**src/rtl/mul_and_reduce_pipe.sv**
```systemverilog
// Montgomery multiplier: result = op1*op2*2^-MULTIPLIER_WIDTH mod Q, fully reduced for inputs < Q.
// Latency 4 edges from the sampled start to done; one op per cycle, no stalls and no backpressure.
module mul_and_reduce_pipe #(
    parameter int COEFF_WIDTH      = 31,
    parameter int MULTIPLIER_WIDTH = 32,
    parameter logic [COEFF_WIDTH-1:0]      PARAM_Q    = 31'd856145921,
    parameter logic [MULTIPLIER_WIDTH-1:0] PARAM_QINV = 32'd587710463
) (
    input  logic                   clk,
    input  logic                   rst,
    input  logic                   start,
    input  logic [COEFF_WIDTH-1:0] op1,
    input  logic [COEFF_WIDTH-1:0] op2,
    output logic [COEFF_WIDTH-1:0] result,
    output logic                   busy,
    output logic                   done
);

    localparam int CW = COEFF_WIDTH;
    localparam int MW = MULTIPLIER_WIDTH;
    localparam int PW = 2 * CW;
    localparam int UW = 2 * MW + 1;

    localparam logic [UW-1:0] Q_U = {{(UW - CW){1'b0}}, PARAM_Q};
    localparam logic [MW:0]   Q_T = {{(MW + 1 - CW){1'b0}}, PARAM_Q};

    logic          v0, v1, v2, v3;
    logic [CW-1:0] a0, b0;
    logic [PW-1:0] t1, t2;
    logic [MW-1:0] m2;
    logic [MW:0]   u3;

    logic [PW-1:0] prod;
    logic [MW-1:0] m_next;
    logic [UW-1:0] u_full;
    logic [MW:0]   u_hi;
    logic [MW:0]   t_diff;
    logic [CW-1:0] t_red;

    // U is a multiple of R by construction, so its low half is discarded unseen.
    always_comb begin
        prod   = {{CW{1'b0}}, a0} * {{CW{1'b0}}, b0};
        m_next = t1[MW-1:0] * PARAM_QINV;
        u_full = {{(UW - PW){1'b0}}, t2} + {{(UW - MW){1'b0}}, m2} * Q_U;
        u_hi   = u_full[UW-1:MW];
        t_diff = u3 - Q_T;
        t_red  = (u3 >= Q_T) ? t_diff[CW-1:0] : u3[CW-1:0];
    end

    logic unused_bits;
    assign unused_bits = ^{u_full[MW-1:0], t_diff[MW:CW]};

    always_ff @(posedge clk) begin
        if (!rst) begin
            v0     <= 1'b0;
            v1     <= 1'b0;
            v2     <= 1'b0;
            v3     <= 1'b0;
            a0     <= '0;
            b0     <= '0;
            t1     <= '0;
            t2     <= '0;
            m2     <= '0;
            u3     <= '0;
            result <= '0;
            done   <= 1'b0;
            busy   <= 1'b0;
        end else begin
            v0 <= start;
            if (start) begin
                a0 <= op1;
                b0 <= op2;
            end
            v1   <= v0;
            t1   <= prod;
            v2   <= v1;
            t2   <= t1;
            m2   <= m_next;
            v3   <= v2;
            u3   <= u_hi;
            done <= v3;
            if (v3) begin
                result <= t_red;
            end
            // Drops at the edge where the youngest op reaches done.
            busy <= start | v0 | v1 | v2;
        end
    end

endmodule

```
**config.mk**
```make
export PLATFORM = sky130hd
export DESIGN_NAME = mul_and_reduce_pipe
export DESIGN_NICKNAME = d
export VERILOG_FILES = /design/src/rtl/mul_and_reduce_pipe.sv
export SDC_FILE = /design/constraint.sdc
export NUM_CORES = 2
export LEC_CHECK = 0
export BUFFER_PORTS_ARGS = -buffer_cell sky130_fd_sc_hd__buf_2
export CORE_ASPECT_RATIO = 0.9
export CORE_MARGIN = 1.5
export CORE_UTILIZATION = 55
export CTS_CLUSTER_SIZE = 28
export DETAILED_ROUTE_END_ITERATION = 7
export PLACE_DENSITY_LB_ADDON = 0.2
export SLEW_MARGIN = 25
export SYNTH_ARGS = -nofsm -noshare
export SYNTH_HDL_FRONTEND = slang
export SYNTH_SLANG_ARGS = --single-unit
```
**constraint.sdc**
```tcl
create_clock -name clk -period 7.1 [get_ports clk]
set_clock_uncertainty 0.1 [all_clocks]
set_input_delay 0 -clock clk [delete_from_list [all_inputs] [get_ports clk]]
set_output_delay 0 -clock clk [all_outputs]
set_load 0.005 [all_outputs]
```
==> results.toml <==
[routing]
vias = 45533
via_per_inst = 5.269
drtIter0Drc = 2956
drtAntennaViolNets = 0
drc = 0
wl_met2_mm = 80.48
wl_mm = 171.5
routed.top_layer = "met4"
wl_met3_mm = 12.37
drt-met1-wl_mm = 74.15
wl_per_cell_um = 19.85
drt-pass1-iter-count = 5

[synth]
synth_area_sq_um = 61670
avgSynthCellArea_sq_um = 9.603
yosysTopAreaCell = "fa_1"
synth_edf_count = 0
yosysSeqAreaShare_pct = 9.251
syn_inst = 6422
synth_common_cells = "inv_1 (1528), fa_1 (1344), ha_1 (772)"
synthArstFlopShare_pct = 0
ys_top_cells_by_area = "fa_1 (44%), ha_1 (16%), inv_1 (9.3%), dfxtp_1 (9.3%), and2_1 (6.0%)"
synth_most_common_cell = "inv_1"
netlist.area_leader.share_pct = 43.63
ys.flop_type = "dfxtp_1"
synthDistinctLibCells = 68
synth_warnings = 0
synth_seq_cells = 285
synth.net_count = 8603

[timing]
hold_slack_ns = 0.03879
slew_headroom_pct = 31.91
min_period_ns = 7.458
maxSlewViolCount = 0
fmax_mhz = 134.1
rsz0062_at_grt = "true"
tightestPinTransition_ns = 1.021
tns_ns = -3.433
period_share_pct = 105.0
setup_violations = 21
hold_viol_final = 0
setup_ws_ns = -0.3582

[floorplan]
chipHeight_um = 320.7
start_util_pct = 55.47
fp-row-count = 116
num_io_pins = 98
fp.dieArea_sq_um = 114200
fp.dieW_um = 356.0
core_sq_um = 111200

[worst_setup_path]
cp-endpoint = "t1[56]$_SDFF_PN0_"
worst_setup_path_start_kind = "flip-flop"
crit_path_max_fanout = 8
startpoint = "a0[12]$_SDFFE_PN0P_"
required_ns = 7.54
arrival_ns = 7.90
rr_worst_depth = 26
rr_startpoint = "a0[12]$_SDFFE_PN0P_"
worstReg2RegEnd = "t1[56]$_SDFF_PN0_"
endpoint_kind = "flip-flop"
rrSetupSlack_ns = -0.36
critPathKind = "reg -> reg"

[cts]
numClockSinks = 285
clock_path_buffers = 3
clkTransAtPathRegs_ns = 0.07
tritoncts = "done"
clk_latency_ns = 0.64
htreeDepth = 2
cts_buffers = 37
root_buffer = "clkbuf_16"

[global_routing]
grt_remaining_overflow = 0
antenna_found_initial = 2
grt_pass1_wl_mm = 270.4
grt_max_degree = 107
grt_util_all_layers_pct = 30.54
grt_pass1_vias = 49441

[placement]
io_buffers = 97
hpwl_mm = 142.5
place.gp.congestion = 0.9601
dp_worst_setup_slack_ns = -0.7196

[outcome]
violations = "setup timing"
outcome = "finished with violations"

[job]
cap_violations = 0

[worst_hold_path]
worstHoldStart = "op1[24]"
hp-class = "in -> reg"

[layout]
area_growth_pct = 20.10
num_antenna_cells = 0
nets = 9318
drive_gt1_share_pct = 18.67
fin_util_pct = 66.62
flip-flops by register name, indices dropped and copies added, names as in the netlist:
register  cells
t2           62
v1            1
busy          1
v0            1
b0           31
u3           31
v3            1
done          1
v2            1
t1           62
m2           31
a0           31
result       31
worst max-delay path, cell delays in order, from the launching register on:
cell	delay, ns
dfxtp_4	0.47
buf_8	0.16
and2_4	0.14
fa_1	0.44
fa_1	0.54
inv_1	0.06
fa_1	0.46
fa_1	0.53
inv_2	0.06
fa_1	0.56
fa_1	0.43
fa_1	0.52
fa_2	0.46
ha_4	0.31
a21oi_2	0.07
buf_4	0.13
nand3b_1	0.21
a21oi_2	0.21
o31ai_2	0.09
o211ai_1	0.09
a31oi_1	0.06
buf_4	0.16
o41ai_4	0.24
a31oi_2	0.15
o21ba_4	0.24
a2111o_1	0.39
nand3_1	0.07
cell usage in the layout, fill, tap and decap left out, types with 25 or more instances in the layout:
cell / Yosys / final
a21o_1: 51 / 51
a21oi_1: 142 / 104
a21oi_2: 0 / 31
and2_1: 589 / 558
and2_4: 0 / 31
buf_12: 0 / 70
buf_2: 0 / 96
buf_4: 0 / 603
buf_6: 2 / 60
clkbuf_16: 0 / 43
dfxtp_1: 285 / 228
dfxtp_2: 0 / 30
dfxtp_4: 0 / 27
dlygate4sd3_1: 0 / 89
fa_1: 1344 / 1258
fa_2: 0 / 86
ha_1: 772 / 734
ha_4: 0 / 37
inv_1: 1528 / 1469
inv_2: 0 / 59
mux2i_1: 66 / 66
nand2_1: 543 / 535
nand3_1: 30 / 28
nand4_1: 26 / 26
nor2_1: 256 / 253
nor3_1: 30 / 25
o21ai_0: 95 / 71
xnor2_1: 109 / 100
xor2_1: 57 / 55
timing repair:
item                                    in CTS  in global routing
gates resized for setup                    286                297
pin swaps                                  139                189
hold buffers                                89                  0
setup buffers                               43                 53
gates cloned                                 2                  6
endpoints found under the hold margin      124                  0
endpoints found under the setup margin      51                 60
layout make-up:
cell class | count | area [sq um]
Inverter | 1529 | 5744
Timing Repair Buffer | 933 | 8290
Fill cell | 8794 | 37110
Multi-Input combinational cell | 4351 | 50970
Clock buffer | 41 | 970.9
Clock inverter | 27 | 399.1
Tap cell | 1475 | 1846
Sequential cell | 285 | 5844
per-stage QoR:
stage | instances | area (sq um)
2_1_floorplan | 6422 | 61740
3_3_place_gp | 8393 | 68800
3_5_place_dp | 8393 | 68800
4_1_cts | 8592 | 72450
5_1_grt | 8641 | 74070
6_report | 8641 | 74070
cell families after synthesis:
logic type      count (synthesis)  share of synthesized area [%]
fa+ha+maj                    2116                          59.29
buf+inv                      1786                          10.89
simple gates                 1560                          12.58
compound gates                443                          4.553
flops                         285                          9.251
xor+xnor                      166                          2.357
mux                            66                          1.071
routing by layer:
metal | global-route usage, % | vias up
met3 | 5.667 | 253
met5 | 0 | -
met1 | 42.14 | 23148
met4 | 6.534 | 0
li1 | - | 20680
met2 | 50.27 | 1452
worst min-delay path by stage:
stage / end / slack, ns / depth (start not counted)
finish: a0[24]$_SDFFE_PN0P_ / 0.04 / 4
global route: a0[27]$_SDFFE_PN0P_ / 0.04 / 4
CTS: a0[24]$_SDFFE_PN0P_ / 0.02 / 4
detailed placement: b0[10]$_SDFFE_PN0P_ / 0.14 / 3
global placement: b0[9]$_SDFFE_PN0P_ / 0.13 / 3
floorplan: a0[30]$_SDFFE_PN0P_ / 0.05 / 2
Power is left out: the tool's default activity adds up to more than one toggle a clock period on the data nets, which glitch-free logic cannot reach.
